[src/rtl/prime_sim_pkg.sv]
// ---------------------------------------------------------------------------
// prime_sim_pkg
//   Shared definitions for the prime search engine:
//     - state_e           : controller states
//     - DEFAULT_WIDTH     : default datapath width of counters and outputs
//     - DEFAULT_LIMIT     : default exclusive upper bound of the search
//     - HS_* constants    : levels used on the *_busy method handshake outputs
//     - hs_busy()         : maps a controller state to the busy level
// ---------------------------------------------------------------------------
package prime_sim_pkg;

    localparam int DEFAULT_WIDTH = 32;
    localparam int DEFAULT_LIMIT = 100;

    typedef enum logic [2:0] {
        S_IDLE = 3'd0,
        S_INIT = 3'd1,
        S_CAND = 3'd2,
        S_DCHK = 3'd3,
        S_MOD  = 3'd4,
        S_MCHK = 3'd5,
        S_REC  = 3'd6,
        S_DONE = 3'd7
    } state_e;

    // Method-handshake levels.
    localparam logic HS_IDLE       = 1'b0;
    localparam logic HS_BUSY       = 1'b1;
    localparam logic HS_YIELD_BUSY = 1'b0;  // yield() never blocks

    // A method is busy whenever the worker is anywhere but IDLE.
    function automatic logic hs_busy(input state_e s);
        return (s != S_IDLE) ? HS_BUSY : HS_IDLE;
    endfunction

endpackage

[src/rtl/prime_sim_mod_unit.sv]
// ---------------------------------------------------------------------------
// prime_sim_mod_unit
//   Sequential remainder unit: computes n mod d by repeated subtraction,
//   one subtraction per clock, so no divider is needed.
//
//   Ports:
//     clk    in   system clock
//     reset  in   asynchronous active-low reset
//     start  in   load n and d and begin reducing (ignored unless pulsed)
//     n      in   dividend, sampled on the start edge
//     d      in   divisor, sampled on the start edge (must be nonzero)
//     done   out  high for the one cycle in which the remainder is final
//     zero   out  remainder == 0 (valid while done is high and afterwards
//                 until the next start)
// ---------------------------------------------------------------------------
module prime_sim_mod_unit
    import prime_sim_pkg::*;
#(
    parameter int WIDTH = DEFAULT_WIDTH
) (
    input  logic             clk,
    input  logic             reset,
    input  logic             start,
    input  logic [WIDTH-1:0] n,
    input  logic [WIDTH-1:0] d,
    output logic             done,
    output logic             zero
);

    logic [WIDTH-1:0] r_q, r_d;
    logic [WIDTH-1:0] dv_q, dv_d;
    logic             busy_q, busy_d;

    always_comb begin
        r_d    = r_q;
        dv_d   = dv_q;
        busy_d = busy_q;
        if (start) begin
            r_d    = n;
            dv_d   = d;
            busy_d = 1'b1;
        end else if (busy_q) begin
            if (r_q >= dv_q) begin
                r_d = r_q - dv_q;
            end else begin
                // Remainder is final this cycle; stop until the next start.
                busy_d = 1'b0;
            end
        end
    end

    always_ff @(posedge clk or negedge reset) begin
        if (!reset) begin
            r_q    <= '0;
            dv_q   <= '0;
            busy_q <= 1'b0;
        end else begin
            r_q    <= r_d;
            dv_q   <= dv_d;
            busy_q <= busy_d;
        end
    end

    assign done = busy_q && (r_q < dv_q);
    assign zero = (r_q == '0);

endmodule

[src/rtl/prime_sim.sv]
// ---------------------------------------------------------------------------
// prime_sim
//   Hardware-threaded prime search engine. A run (or start) request walks
//   every candidate 2 <= n < LIMIT, trial-dividing by d = 2, 3, ... while
//   d*d <= n. Primes bump the count and update the last-prime register.
//   When the sweep ends, finish_flag is raised for the top level to poll.
//
//   Parameters:
//     LIMIT  exclusive upper bound of the search (2..65536); WIDTH must be
//            wide enough to hold LIMIT
//     WIDTH  datapath width of counters and outputs
//
//   Ports:
//     clk                          in   system clock, rising edge
//     reset                        in   asynchronous active-low reset
//     field_finish_flag_output     out  finish_flag field value
//     field_finish_flag_input      in   external write data for finish_flag
//     field_finish_flag_input_we   in   external write enable for finish_flag
//     field_prime_count_output     out  primes found so far
//     field_last_prime_output      out  most recent prime (0 if none)
//     run_req / run_busy           method run(): request / busy
//     start_req / start_busy       thread start: same as run()
//     join_req / join_busy         join: busy while requested and running
//     yield_req / yield_busy       yield: no-op, never busy
// ---------------------------------------------------------------------------
module prime_sim
    import prime_sim_pkg::*;
#(
    parameter int LIMIT = DEFAULT_LIMIT,
    parameter int WIDTH = DEFAULT_WIDTH
) (
    input  logic             clk,
    input  logic             reset,
    output logic             field_finish_flag_output,
    input  logic             field_finish_flag_input,
    input  logic             field_finish_flag_input_we,
    output logic [WIDTH-1:0] field_prime_count_output,
    output logic [WIDTH-1:0] field_last_prime_output,
    input  logic             run_req,
    output logic             run_busy,
    input  logic             start_req,
    output logic             start_busy,
    input  logic             join_req,
    output logic             join_busy,
    input  logic             yield_req,
    output logic             yield_busy
);

    localparam logic [WIDTH-1:0] LIMIT_W = WIDTH'(LIMIT);
    localparam logic [WIDTH-1:0] ONE     = WIDTH'(1);
    localparam logic [WIDTH-1:0] TWO     = WIDTH'(2);

    state_e           state_q, state_d;
    logic [WIDTH-1:0] n_q, n_d;
    logic [WIDTH-1:0] div_q, div_d;
    logic [WIDTH-1:0] count_q, count_d;
    logic [WIDTH-1:0] last_q, last_d;
    logic             finish_q, finish_d;
    logic             busy_q, busy_d;

    logic             mod_start;
    logic             mod_done;
    logic             mod_zero;

    // Square in double width so d*d can never wrap and falsely look small.
    logic [2*WIDTH-1:0] div_sq;
    logic [2*WIDTH-1:0] n_ext;
    logic               div_sq_gt_n;

    assign div_sq      = {{WIDTH{1'b0}}, div_q} * {{WIDTH{1'b0}}, div_q};
    assign n_ext       = {{WIDTH{1'b0}}, n_q};
    assign div_sq_gt_n = (div_sq > n_ext);

    prime_sim_mod_unit #(
        .WIDTH (WIDTH)
    ) u_mod_unit (
        .clk   (clk),
        .reset (reset),
        .start (mod_start),
        .n     (n_q),
        .d     (div_q),
        .done  (mod_done),
        .zero  (mod_zero)
    );

    always_comb begin
        state_d   = state_q;
        n_d       = n_q;
        div_d     = div_q;
        count_d   = count_q;
        last_d    = last_q;
        finish_d  = finish_q;
        mod_start = 1'b0;

        // External field write first so INIT/DONE below override it.
        if (field_finish_flag_input_we) begin
            finish_d = field_finish_flag_input;
        end

        case (state_q)
            S_IDLE: begin
                if (run_req || start_req) begin
                    state_d = S_INIT;
                end
            end
            S_INIT: begin
                finish_d = 1'b0;
                count_d  = '0;
                last_d   = '0;
                n_d      = TWO;
                state_d  = S_CAND;
            end
            S_CAND: begin
                if (n_q >= LIMIT_W) begin
                    state_d = S_DONE;
                end else begin
                    div_d   = TWO;
                    state_d = S_DCHK;
                end
            end
            S_DCHK: begin
                if (div_sq_gt_n) begin
                    state_d = S_REC;
                end else begin
                    // Remainder unit loads n and d on this edge.
                    mod_start = 1'b1;
                    state_d   = S_MOD;
                end
            end
            S_MOD: begin
                if (mod_done) begin
                    state_d = S_MCHK;
                end
            end
            S_MCHK: begin
                if (mod_zero) begin
                    n_d     = n_q + ONE;
                    state_d = S_CAND;
                end else begin
                    div_d   = div_q + ONE;
                    state_d = S_DCHK;
                end
            end
            S_REC: begin
                count_d = count_q + ONE;
                last_d  = n_q;
                n_d     = n_q + ONE;
                state_d = S_CAND;
            end
            S_DONE: begin
                finish_d = 1'b1;
                state_d  = S_IDLE;
            end
            default: begin
                state_d = S_IDLE;
            end
        endcase

        busy_d = hs_busy(state_d);
    end

    always_ff @(posedge clk or negedge reset) begin
        if (!reset) begin
            state_q  <= S_IDLE;
            n_q      <= '0;
            div_q    <= '0;
            count_q  <= '0;
            last_q   <= '0;
            finish_q <= 1'b0;
            busy_q   <= HS_IDLE;
        end else begin
            state_q  <= state_d;
            n_q      <= n_d;
            div_q    <= div_d;
            count_q  <= count_d;
            last_q   <= last_d;
            finish_q <= finish_d;
            busy_q   <= busy_d;
        end
    end

    assign field_finish_flag_output = finish_q;
    assign field_prime_count_output = count_q;
    assign field_last_prime_output  = last_q;
    assign run_busy                 = busy_q;
    assign start_busy               = busy_q;
    // Only combinational output path: join reflects the live request.
    assign join_busy                = join_req & busy_q;
    assign yield_busy               = yield_req & HS_YIELD_BUSY;

endmodule

[config.mk]
export PLATFORM = sky130hd
export DESIGN_NAME = prime_sim
export DESIGN_NICKNAME = d
export VERILOG_FILES = /design/src/rtl/prime_sim_pkg.sv /design/src/rtl/prime_sim_mod_unit.sv /design/src/rtl/prime_sim.sv
export SDC_FILE = /design/constraint.sdc
export NUM_CORES = 2
export LEC_CHECK = 0
export ABC_AREA = 1
export BUFFER_PORTS_ARGS = -buffer_cell sky130_fd_sc_hd__buf_2
export CORE_MARGIN = 5
export CORE_UTILIZATION = 50
export DETAILED_ROUTE_END_ITERATION = 10
export GPL_ROUTABILITY_DRIVEN = 1
export HOLD_SLACK_MARGIN = 0.02
export PLACE_DENSITY = 0.66
export SKIP_LAST_GASP = 1
export SYNTH_ARGS = -nofsm -noshare
export SYNTH_HDL_FRONTEND = slang
export SYNTH_HIERARCHICAL = 1
export SYNTH_SLANG_ARGS = --single-unit
[constraint.sdc]
create_clock -name clk -period 9.7 [get_ports clk]
set_input_delay 1.455 -clock clk [delete_from_list [all_inputs] [get_ports clk]]
set_output_delay 1.455 -clock clk [all_outputs]
set_load 0.05 [all_outputs]
==> metrics <==
Post-synth EDFFs 0; count leader, synth inv_1; reg2reg setup slack 0.43 ns; worst slew pin tran 0.975 ns; Crit Path Max Fanout 8; GR Util All Layers 27.9%; vias per cell 5.09; full die area 0.0952 mm2; Yosys reg bits 198; die height 309 um; Fin. Hold Viols 0; Post-synth top flop dfrtp_1; final core occ 54.0%; Slew HR 35.0%; Ant. Diodes 0; clock latency on the worst-skew pair 0.50 ns; ys async rst share 100%; Critical Path Source Type register; Synth-to-Final Area Change 7.19%; Worst R2R Start div_q[4]; Wirelength per Cell 18.1 um; Setup Crit Path Kind reg2reg; first-pass GRT wire length 208000 um; placed inst area 0.0466 mm2; Leakage 0.0292 uW; total power 4390 uW; cts bufs inserted 17; total grt overflow 0; Required @ worst endpoint 10.07 ns; clk sinks 198; Final min period 9.27 ns; via count 36500; share of the synthesized area in the top cell type 36.1%; CTS H-Tree Depth 4; Max Slew Vio Count 0; routability cong. 0.982; initial DRC count 2823; placed cell count 7104; Max clock buf depth 2; drt pass-1 iters 5; TritonCTS clock tree yes; power density cells 91.8 mW/mm2; row count 109; Setup violations, final 0; Critical Path Sink Type register; final instance area 0.0478 mm2; main area contributors after synthesis fa_1 (36%), inv_1 (15%), nand2_1 (14%), dfrtp_1 (11%), ha_1 (9.7%); mean post-synth cell area 7.52 um2; vias in the first global route 37500; worst min path class reg2reg; skew final 0.0266 ns; Post-Syn Area 0.0446 mm2; die width 309 um; fin nets 7141; CP arrival 9.64 ns; hold path start field_last_prime_output[22]; HPWL after DPL 109000 um; Critical R2R Capture u_mod_unit/r_q[27]; CTS Root Buffer Type clkbuf_16; layout cell share with drive strength beyond 1 6.45%; final cell count without fillers 7161; Hold EP field_last_prime_output[22]; sequential element share of the synthesized area 11.1%; CP max stage cell fa_1; number of top-level pins 77; antenna violations before repair 0; ANT nets after route 0; Cells after Synth 5926; Port Buf Inserts 74; reg2reg path depth 44; max_cap viols 0; Max Clock Freq 108 MHz; core area 0.0884 mm2; most frequent cells after synthesis inv_1 (1743), nand2_1 (1618), fa_1 (804), ha_1 (346), nor2_1 (244); Synth cell types 57; period utilisation layout 95.6%; Hold-fix buffers, CTS 0; Syn Nets 7084; status finished clean; Routed WL 130000 um; maximum VDD drop 0.000142 V; Starting Density 50.4%; crit-path most repeated cell nand2_1; post-synth top area cell fa_1; number of fill cells in the layout 8554; Critical Path Max Stage Delay 0.54 ns; maximum number of pins on one net before global-route repair 94; Clock Pin Slew Worst Setup and Hold Paths 0.07 ns; hold path depth 2; Ys Warns 6; number of remaining DRC errors 0
layout make-up:
cell class / count / area, um2 / area share, %
Clock buffer: 21 / 470 / 0.985
Sequential cell: 198 / 4980 / 10.4
Inverter: 1757 / 6600 / 13.8
Clock inverter: 11 / 158 / 0.330
Multi-Input combinational cell: 3814 / 32600 / 68.3
Tap cell: 1165 / 1460 / 3.05
Timing Repair Buffer: 195 / 1440 / 3.02
routing by layer:
layer / track usage [%] / wire length (um) / vias to the layer above
li1: - / - / 17200
met5: 0 / 0 / -
met3: 3.56 / 8480 / 205
met1: 40.2 / 57700 / 17800
met4: 7.53 / 3870 / 0
met2: 44.8 / 59600 / 1202
power by group:
group	switching [uW]	internal [uW]	total [uW]
registers	122	939	1060
logic	1730	801	2530
clock network	362	432	794
total	2210	2170	4390
critical path, delay by kind of cell, from the launching register on:
family	cells	cell delay, ns
AOI/OAI and AO/OA	2	0.18
xor gates and xnor gates	1	0.25
adders and majority gates	10	4.61
buffers and inverters	9	0.97
DFF	1	0.41
and+or+nand+nor	22	2.71
repair_timing:
item                                    in CTS  in global routing
endpoints found under the setup margin       0                 65
buffers inserted                             0                 23
resized for setup                            0                103
cells by family (layout without fill, tap and decap cells):
group | Yosys count | in the layout | synth area share, %
and+or+nand+nor | 2250 | 2251 | 21.0
AOI/OAI and AO/OA | 325 | 325 | 4.08
DFF | 198 | 198 | 11.1
buffers and inverters | 1915 | 1984 | 16.3
muxes | 5 | 5 | 0.112
adders and majority gates | 1150 | 1150 | 45.8
other | 1 | 1 | 0.00842
xor gates and xnor gates | 82 | 82 | 1.61
placed cells by master, fill, tap and decap left out, types with 8 or more instances in the layout:
master | netlist | routed
a21oi_1 | 133 | 133
buf_2 | 4 | 74
buf_4 | 5 | 98
buf_6 | 2 | 11
clkbuf_16 | 0 | 18
dfrtp_1 | 198 | 178
dfrtp_2 | 0 | 18
fa_1 | 804 | 801
ha_1 | 346 | 334
ha_4 | 0 | 8
inv_1 | 1743 | 1742
inv_2 | 9 | 9
nand2_1 | 1618 | 1604
nand2_2 | 14 | 27
nand3_1 | 163 | 161
nand3_2 | 13 | 14
nand3b_1 | 15 | 15
nand4_1 | 43 | 43
nor2_1 | 244 | 228
nor2_2 | 7 | 18
nor2_4 | 7 | 12
nor3_1 | 53 | 52
nor4_1 | 29 | 29
o21ai_0 | 113 | 113
o21bai_1 | 22 | 22
o31ai_1 | 11 | 11
or2_2 | 20 | 20
xnor2_1 | 26 | 26
xor2_1 | 56 | 53
stage by stage:
step                      setup TNS [ns]  setup WS, ns  hold slack [ns]
after floorplan                        0         0.781            0.446
after CTS                              0        0.0700            0.485
after detailed placement               0         0.125            0.468
final                                  0         0.431            0.483
after global routing              -0.636       -0.0651            0.495
after global placement                 0         0.135            0.459
registers in the layout, indices dropped and copies added, names as in the netlist:
name                      count
field_last_prime_output      32
u_mod_unit/r_q               32
field_finish_flag_output      1
run_busy                      1
n_q                          32
state_q                       3
u_mod_unit/dv_q              32
u_mod_unit/busy_q             1
div_q                        32
field_prime_count_output     32
worst max-delay path by stage:
stage | from | slack (ns) | depth (start not counted) | to
global route | div_q[4] | -0.07 | 46 | u_mod_unit/r_q[27]
floorplan | div_q[4] | 0.78 | 49 | u_mod_unit/r_q[16]
CTS | div_q[2] | 0.07 | 45 | u_mod_unit/r_q[11]
global placement | div_q[2] | 0.13 | 45 | u_mod_unit/r_q[9]
finish | div_q[4] | 0.43 | 44 | u_mod_unit/r_q[27]
detailed placement | div_q[2] | 0.12 | 45 | u_mod_unit/r_q[9]
No activity file was read; power rests on OpenSTA's default activity.
